<file path="src/rtl/display_timings_pkg.sv">
// Shared video constants: 640x480@60 raster timing and the text-mode character geometry.
// The raster generator and the framebuffer logic both import this package.
package display_timings_pkg;

    localparam int unsigned CNT_W = 10;
    typedef logic [CNT_W-1:0] cnt_t;

    // 640x480@60 Hz raster, in pixels and lines
    localparam int unsigned H_RES  = 640;
    localparam int unsigned H_FP   = 16;
    localparam int unsigned H_SYNC = 96;
    localparam int unsigned H_BP   = 48;
    localparam int unsigned V_RES  = 480;
    localparam int unsigned V_FP   = 10;
    localparam int unsigned V_SYNC = 2;
    localparam int unsigned V_BP   = 33;
    localparam logic        H_POL  = 1'b0;
    localparam logic        V_POL  = 1'b0;

    localparam int unsigned H_TOTAL = H_RES + H_FP + H_SYNC + H_BP;
    localparam int unsigned V_TOTAL = V_RES + V_FP + V_SYNC + V_BP;

    // Character grids laid over the active area (8x8 hires cells, 16x16 lores cells)
    localparam int unsigned HIRES_COLS = 80;
    localparam int unsigned HIRES_ROWS = 60;
    localparam int unsigned LORES_COLS = 40;
    localparam int unsigned LORES_ROWS = 30;

    typedef struct packed {
        logic hsync;
        logic vsync;
        logic de;
    } sync_t;

    // Half-open window test: lo <= pos < hi, unsigned
    function automatic logic in_span(input cnt_t pos, input cnt_t lo, input cnt_t hi);
        return (pos >= lo) && (pos < hi);
    endfunction

endpackage

</file>
<file path="src/rtl/display_timings_if.sv">
// Raster position and sync bundle from the timing generator to its consumers.
interface display_timings_if;
    import display_timings_pkg::*;

    cnt_t sx;
    cnt_t sy;
    logic hsync;
    logic vsync;
    logic de;

    modport master (output sx, sy, hsync, vsync, de);
    modport slave  (input  sx, sy, hsync, vsync, de);

endinterface

</file>
<file path="src/rtl/display_timings.sv">
// VGA raster timing generator: pixel/line counters with hsync, vsync and de decoded
// from the next count, so all outputs are registers aligned to the same position.
module display_timings
    import display_timings_pkg::*;
#(
    parameter int unsigned H_RES  = display_timings_pkg::H_RES,
    parameter int unsigned H_FP   = display_timings_pkg::H_FP,
    parameter int unsigned H_SYNC = display_timings_pkg::H_SYNC,
    parameter int unsigned H_BP   = display_timings_pkg::H_BP,
    parameter int unsigned V_RES  = display_timings_pkg::V_RES,
    parameter int unsigned V_FP   = display_timings_pkg::V_FP,
    parameter int unsigned V_SYNC = display_timings_pkg::V_SYNC,
    parameter int unsigned V_BP   = display_timings_pkg::V_BP,
    parameter logic        H_POL  = display_timings_pkg::H_POL,
    parameter logic        V_POL  = display_timings_pkg::V_POL
) (
    input  logic                 clk_pix,
    input  logic                 rst,
    display_timings_if.master    timing_o
);

    localparam int unsigned H_TOTAL = H_RES + H_FP + H_SYNC + H_BP;
    localparam int unsigned V_TOTAL = V_RES + V_FP + V_SYNC + V_BP;

    localparam cnt_t H_LAST     = cnt_t'(H_TOTAL - 1);
    localparam cnt_t V_LAST     = cnt_t'(V_TOTAL - 1);
    localparam cnt_t H_ACT_END  = cnt_t'(H_RES);
    localparam cnt_t V_ACT_END  = cnt_t'(V_RES);
    localparam cnt_t HS_START   = cnt_t'(H_RES + H_FP);
    localparam cnt_t HS_END     = cnt_t'(H_RES + H_FP + H_SYNC);
    localparam cnt_t VS_START   = cnt_t'(V_RES + V_FP);
    localparam cnt_t VS_END     = cnt_t'(V_RES + V_FP + V_SYNC);

    cnt_t  sx_q, sx_d;
    cnt_t  sy_q, sy_d;
    sync_t sync_q, sync_d;

    // NOTE: every variable gets a default first, so no path through this block infers a latch.
    always_comb begin
        sx_d = sx_q + 1'b1;
        sy_d = sy_q;
        if (sx_q == H_LAST) begin
            sx_d = '0;
            sy_d = (sy_q == V_LAST) ? '0 : sy_q + 1'b1;
        end

        // Decoding the next count lets the registered syncs line up with sx/sy
        sync_d.hsync = in_span(sx_d, HS_START, HS_END) ? H_POL : ~H_POL;
        sync_d.vsync = in_span(sy_d, VS_START, VS_END) ? V_POL : ~V_POL;
        sync_d.de    = (sx_d < H_ACT_END) && (sy_d < V_ACT_END);
    end

    // NOTE: sequential state uses <= so every register samples the pre-edge values.
    always_ff @(posedge clk_pix or negedge rst) begin
        if (!rst) begin
            sx_q         <= H_LAST;
            sy_q         <= V_LAST;
            sync_q.hsync <= ~H_POL;
            sync_q.vsync <= ~V_POL;
            sync_q.de    <= 1'b0;
        end else begin
            sx_q   <= sx_d;
            sy_q   <= sy_d;
            sync_q <= sync_d;
        end
    end

    assign timing_o.sx    = sx_q;
    assign timing_o.sy    = sy_q;
    assign timing_o.hsync = sync_q.hsync;
    assign timing_o.vsync = sync_q.vsync;
    assign timing_o.de    = sync_q.de;

endmodule

</file>
<file path="src/flat_wrapper.sv">
// flat-port wrapper written by rule: the top's interface ports become plain ports
module display_timings_flat import display_timings_pkg::*;
#(
    parameter int unsigned H_RES  = display_timings_pkg::H_RES,
    parameter int unsigned H_FP   = display_timings_pkg::H_FP,
    parameter int unsigned H_SYNC = display_timings_pkg::H_SYNC,
    parameter int unsigned H_BP   = display_timings_pkg::H_BP,
    parameter int unsigned V_RES  = display_timings_pkg::V_RES,
    parameter int unsigned V_FP   = display_timings_pkg::V_FP,
    parameter int unsigned V_SYNC = display_timings_pkg::V_SYNC,
    parameter int unsigned V_BP   = display_timings_pkg::V_BP,
    parameter logic        H_POL  = display_timings_pkg::H_POL,
    parameter logic        V_POL  = display_timings_pkg::V_POL
)
  (clk_pix, rst, timing_o_sx, timing_o_sy, timing_o_hsync, timing_o_vsync, timing_o_de);
  display_timings_if timing_o_i ();
  input  logic clk_pix;
  input  logic rst;
  output wire logic [$bits(timing_o_i.sx)-1:0] timing_o_sx;
  output wire logic [$bits(timing_o_i.sy)-1:0] timing_o_sy;
  output wire logic [$bits(timing_o_i.hsync)-1:0] timing_o_hsync;
  output wire logic [$bits(timing_o_i.vsync)-1:0] timing_o_vsync;
  output wire logic [$bits(timing_o_i.de)-1:0] timing_o_de;
  assign timing_o_sx = timing_o_i.sx;
  assign timing_o_sy = timing_o_i.sy;
  assign timing_o_hsync = timing_o_i.hsync;
  assign timing_o_vsync = timing_o_i.vsync;
  assign timing_o_de = timing_o_i.de;
  display_timings #(.H_RES(H_RES), .H_FP(H_FP), .H_SYNC(H_SYNC), .H_BP(H_BP), .V_RES(V_RES), .V_FP(V_FP), .V_SYNC(V_SYNC), .V_BP(V_BP), .H_POL(H_POL), .V_POL(V_POL)) u_core (.clk_pix(clk_pix), .rst(rst), .timing_o(timing_o_i));
endmodule
</file>
<file path="config.mk">
export PLATFORM = sky130hd
export DESIGN_NAME = display_timings_flat
export DESIGN_NICKNAME = d
export VERILOG_FILES = /design/src/rtl/display_timings_pkg.sv /design/src/rtl/display_timings_if.sv /design/src/rtl/display_timings.sv /design/src/flat_wrapper.sv
export SDC_FILE = /design/constraint.sdc
export NUM_CORES = 1
export LEC_CHECK = 0
export ABC_AREA = 1
export CAP_MARGIN = 20
export CORE_MARGIN = 4
export CORE_UTILIZATION = 35
export CTS_CLUSTER_SIZE = 25
export DETAILED_ROUTE_END_ITERATION = 6
export GPL_TIMING_DRIVEN = 0
export PLACE_DENSITY = 0.69
export RECOVER_POWER = 100
export SLEW_MARGIN = 10
export SYNTH_ARGS = -nofsm -noshare
export SYNTH_HDL_FRONTEND = slang
export SYNTH_SLANG_ARGS = --single-unit
</file>
<file path="constraint.sdc">
create_clock -name clk_pix -period 6.01 [get_ports clk_pix]
set_clock_uncertainty 0.2 [all_clocks]
set_input_delay 1.202 -clock clk_pix [delete_from_list [all_inputs] [get_ports clk_pix]]
set_output_delay 1.202 -clock clk_pix [all_outputs]
set_load 0.02 [all_outputs]
</file>
# [Yosys cells after proc, flatten, opt, wreduce, memory -nomap -nowiden]
# Cells that the tools add are included.
[classes] order_cmp=6 n_bitwise=0 shift=0 add_sub_neg=2 mux=5 multipliers=0 div_mod_pow=0 n_eq_ne=2 n_reduce_logical=3
[op_table] cell="$mux 10" n=3
[op_table] cell="$add 10x1->10 const B" n=2
[op_table] cell="$eq 10x10->1 const B" n=2
[op_table] cell="$lt 10x10->1 const B" n=2
[op_table] cell="$lt 10x9->1 const B" n=2
[op_table] cell="$ge 10x10->1 const B" n=1
[op_table] cell="$ge 10x9->1 const B" n=1
[op_table] cell="$logic_and 1x1->1" n=3
[op_table] cell="$mux 1" n=2
[word_totals] out_inout_bits=23 inputBits=2 mem_bits_ro=0 wordCells=23 mem_count=0 ramBits=0 latchBits=0 register_bits=23

# [Depth between registers and ports, before layout]
[logic_depth] word_depth=6 depth_mapped=12

# [Worst setup path after synthesis]
# Ideal clock, no wire load.
[synth_timing] path_kind="flip-flop to output port" from="register u_core.sx_q[0] (netlist: u_core.timing_o.sx[0])" to="output timing_o_sx[0]" t_arrival_ns=0.622 path_slack_ns=3.986 stages_incl_launch_ff=1 cell_sequence="dfstp_2"
[synth_lines] item="start, declared" line_no="display_timings.sv:34" text="cnt_t sx_q, sx_d;"
[synth_lines] item="start signal, assigned" line_no="display_timings.sv:56" text="sx_q <= H_LAST;"
[synth_lines] item="start signal, assigned" line_no="display_timings.sv:62" text="sx_q <= sx_d;"
[synth_lines] item="end, declared" line_no="flat_wrapper.sv:19" text="output wire logic [$bits(timing_o_i.sx)-1:0] timing_o_sx;"
# No word-level cell between the ends.

# [Final worst setup path]
[layout_timing] from="register u_core.sx_q[0] (netlist: u_core.timing_o.sx[0])" to="output timing_o_sx[0]"
# No word-level cell between the ends.

==> impl_metrics.ini <==
[clocking]
path_clk_slew_ns = 0.08
clockBufferDepth = 2
clock-sinks = 23
clk_latency_ns = 0.26
cts_max_level = 1
cts_resized = 0
post-cts-setup-buffers = 0
cts_buffers = 3
ctsHoldBuffers = 0
cts_tree = yes
cts_root_buf = clkbuf_8

[worst_setup_path]
critical_path_buf_inv_count = 1
crit_path_start_kind = register
endpoint_kind = output pin
critPathMaxFanout = 9
startpoint = u_core.timing_o.sx[0]$_DFF_PN1_
cp.required_ns = 4.61
reg2reg_from = u_core.timing_o.sx[0]$_DFF_PN1_
path_delay_family = buffers and inverters
critical_path_class = reg -> out
crit_arrival_ns = 1.68
cp_cell_sequence = dlygate4sd3_1
slowest_delay_ns = 0.72
crit_slowest_cell = dlygate4sd3_1

[route]
vias = 1271
detail_route.first_pass.iterations = 4
routed_wl_um = 3075
wire_per_inst_um = 10.98
drcViolationCount = 0
initialDrtViolationCount = 30
viasPerCell = 4.539
ant_nets = 0

[logic_synthesis]
synthSimpleGateAreaFrac_pct = 41.72
syn_nets = 207
yosys.cell_types.count = 28
yosys_register_bits = 23
netlist_area_sq_um = 1473
synth_compound_area_share_pct = 2.974
syn_area_per_cell_sq_um = 7.327
syn_inst = 201
ys_seq_area_share_pct = 40.10
synth.area.mux_share_pct = 0
ys_warn_count = 0
synthAdderAreaFrac_pct = 3.398
synth_xor_area_share_pct = 0.5947
synth_top_family_by_area = simple AND/OR/NAND/NOR gates

[sta]
finalCritPeriodShare_pct = 51.20
fmax_ghz = 0.3250
worst_slew_pin_slew_ns = 0.6378
maxSlewViolCount = 0
hold_viol = 0
setup_violations = 0
post-route-min-period_ns = 3.077
hold_slack_ns = 0.3433
maxSlewHeadroom_pct = 57.48
setup-tns-final_ns = 0
rsz0062_at_grt = no

[place]
io_buffers = 24
place_congestion = 0.8139
place_area_sq_um = 1775
dp.final_hpwl_um = 2411

[worst_hold_path]
hp-class = reg -> reg
worstHoldStart = u_core.timing_o.sy[9]$_DFF_PN1_

[grt]
antenna_found_initial = 0
grt_pass1_vias = 1174
grt_pass1_wl_um = 5326
grtUsageTotal_pct = 12.69
grt_max_degree = 24
grt.overflow.total = 0

[floorplanning]
fp.dieH_um = 72.87
fp-row-count = 23
initial_utilization_pct = 36.55
core_sq_um = 4029
ioPinCount = 25
die_area_sq_um = 5309
die_x_um = 72.87

[layout]
final_nets = 237
fill_cells = 430
num_antenna_cells = 0
fin_area_sq_um = 1772
area_growth_pct = 20.31
drive_gt1_share_pct = 12.17

[power]
vdd.ir_drop.worst_v = 0.00009102
seqPwrFrac_pct = 60.8
switching_share_pct = 20.80
pwr-share-comb_pct = 1.4
power_switching_mw = 0.05301
p_leak_nw = 0.9179
power.density_nw_per_um2 = 143.8
power.internal_mw = 0.2018
p_clk_share_pct = 37.8

[run_status]
outcome = finished clean

[run]
maxCapViolations = 0
-- path summary, 6_finish.rpt --
path / end / slack [ns] / cells after the start
min: u_core.timing_o.sy[9]$_DFF_PN1_ / 0.34 / 2
min in group asynchronous: u_core.timing_o.sy[0]$_DFF_PN0_ / 1.15 / 1
max in group asynchronous: u_core.timing_o.sy[5]$_DFF_PN0_ / 3.52 / 2
max: timing_o_sx[0] / 2.93 / 1
max reg2reg: u_core.timing_o.vsync$_DFF_PN1_ / 2.99 / 11
min reg2reg: u_core.timing_o.sy[9]$_DFF_PN1_ / 0.34 / 2
-- power groups by stage --
stage	clock network, mW	registers, mW	logic [mW]
after floorplan	0	0.158	0.000000538
after global placement	0	0.158	0.00375
after detailed placement	0	0.158	0.00382
after CTS	0.104	0.155	0.00388
after global routing	0.111	0.155	0.00431
final	0.0963	0.155	0.00354
-- tightest hold or removal path: stages (launching register included) --
cell and delay, ns:
dfstp_2 0.39, nand2_1 0.08, nand2_1 0.07
-- synth_stat cells (all sizes together) --
cell | number | share of area [%]
a21oi | 2 | 0.68
buf | 4 | 2.8
dfrtp | 11 | 19
dfstp | 12 | 21
ha | 4 | 3.4
inv | 33 | 8.4
nand2 | 68 | 19
nand3 | 17 | 6.6
nand3b | 3 | 1.8
nand4 | 6 | 3.0
nor2 | 30 | 9.4
nor3 | 3 | 1.0
o21ai | 3 | 1.3
o21bai | 2 | 1.0
or2 | 2 | 0.85
xor2 | 1 | 0.59
-- per-layer routing --
metal / global-route usage [%] / share of wire, % / up-vias
met5: 0 / 0 / -
met1: 17.01 / 47 / 556
met3: 4.270 / 7.1 / 2
met4: 1.844 / 0.46 / 0
li1: - / - / 673
met2: 20.34 / 46 / 40
-- sequential cells by signal (all words and copies together) (netlist names) --
| name | count |
|---|---|
| u_core.timing_o.hsync | 1 |
| u_core.timing_o.sy | 10 |
| u_core.timing_o.sx | 10 |
| u_core.timing_o.de | 1 |
| u_core.timing_o.vsync | 1 |
-- cells in the final DEF (no fill, tap or decap), drive strengths merged --
| cell type | netlist | final |
|---|---|---|
| a21oi | 2 | 2 |
| buf | 4 | 2 |
| clkbuf | 0 | 6 |
| clkinv | 0 | 1 |
| dfrtp | 11 | 11 |
| dfstp | 12 | 12 |
| dlygate4sd3 | 0 | 24 |
| ha | 4 | 4 |
| inv | 33 | 33 |
| nand2 | 68 | 68 |
| nand3 | 17 | 17 |
| nand3b | 3 | 3 |
| nand4 | 6 | 6 |
| nor2 | 30 | 30 |
| nor3 | 3 | 3 |
| o21ai | 3 | 3 |
| o21bai | 2 | 2 |
| or2 | 2 | 2 |
| xor2 | 1 | 1 |
-- final cells by class --
class,count,area (sq um),share of cell area [%]
buffer,4,17.52,0.9887
clock buffer,3,41.29,2.331
clock inverter,1,5.005,0.2825
inverter,33,123.9,6.992
multi-input combinational,141,686.9,38.77
sequential,23,590.6,33.33
tap,50,62.56,3.531
timing repair buffer,25,244.0,13.77
-- through the flow --
step	std cells	setup slack [ns]	total power, mW	utilization, %
finish	280	2.933	0.2548	43.98
global route	280	2.729	0.2708	43.98
CTS	279	3.056	0.2629	45.22
detailed placement	275	3.291	0.1616	44.07
global placement	275	3.314	0.1615	44.07
floorplan	201	3.986	0.1578	-
-- cell families after synthesis --
logic type                 Yosys count
adders and majority gates            4
buffers and inverters               37
AOI/OAI and AO/OA                    7
xor gates and xnor gates             1
DFF                                 23
and+or+nand+nor                    129
No activity file was read; power rests on OpenSTA's default activity.
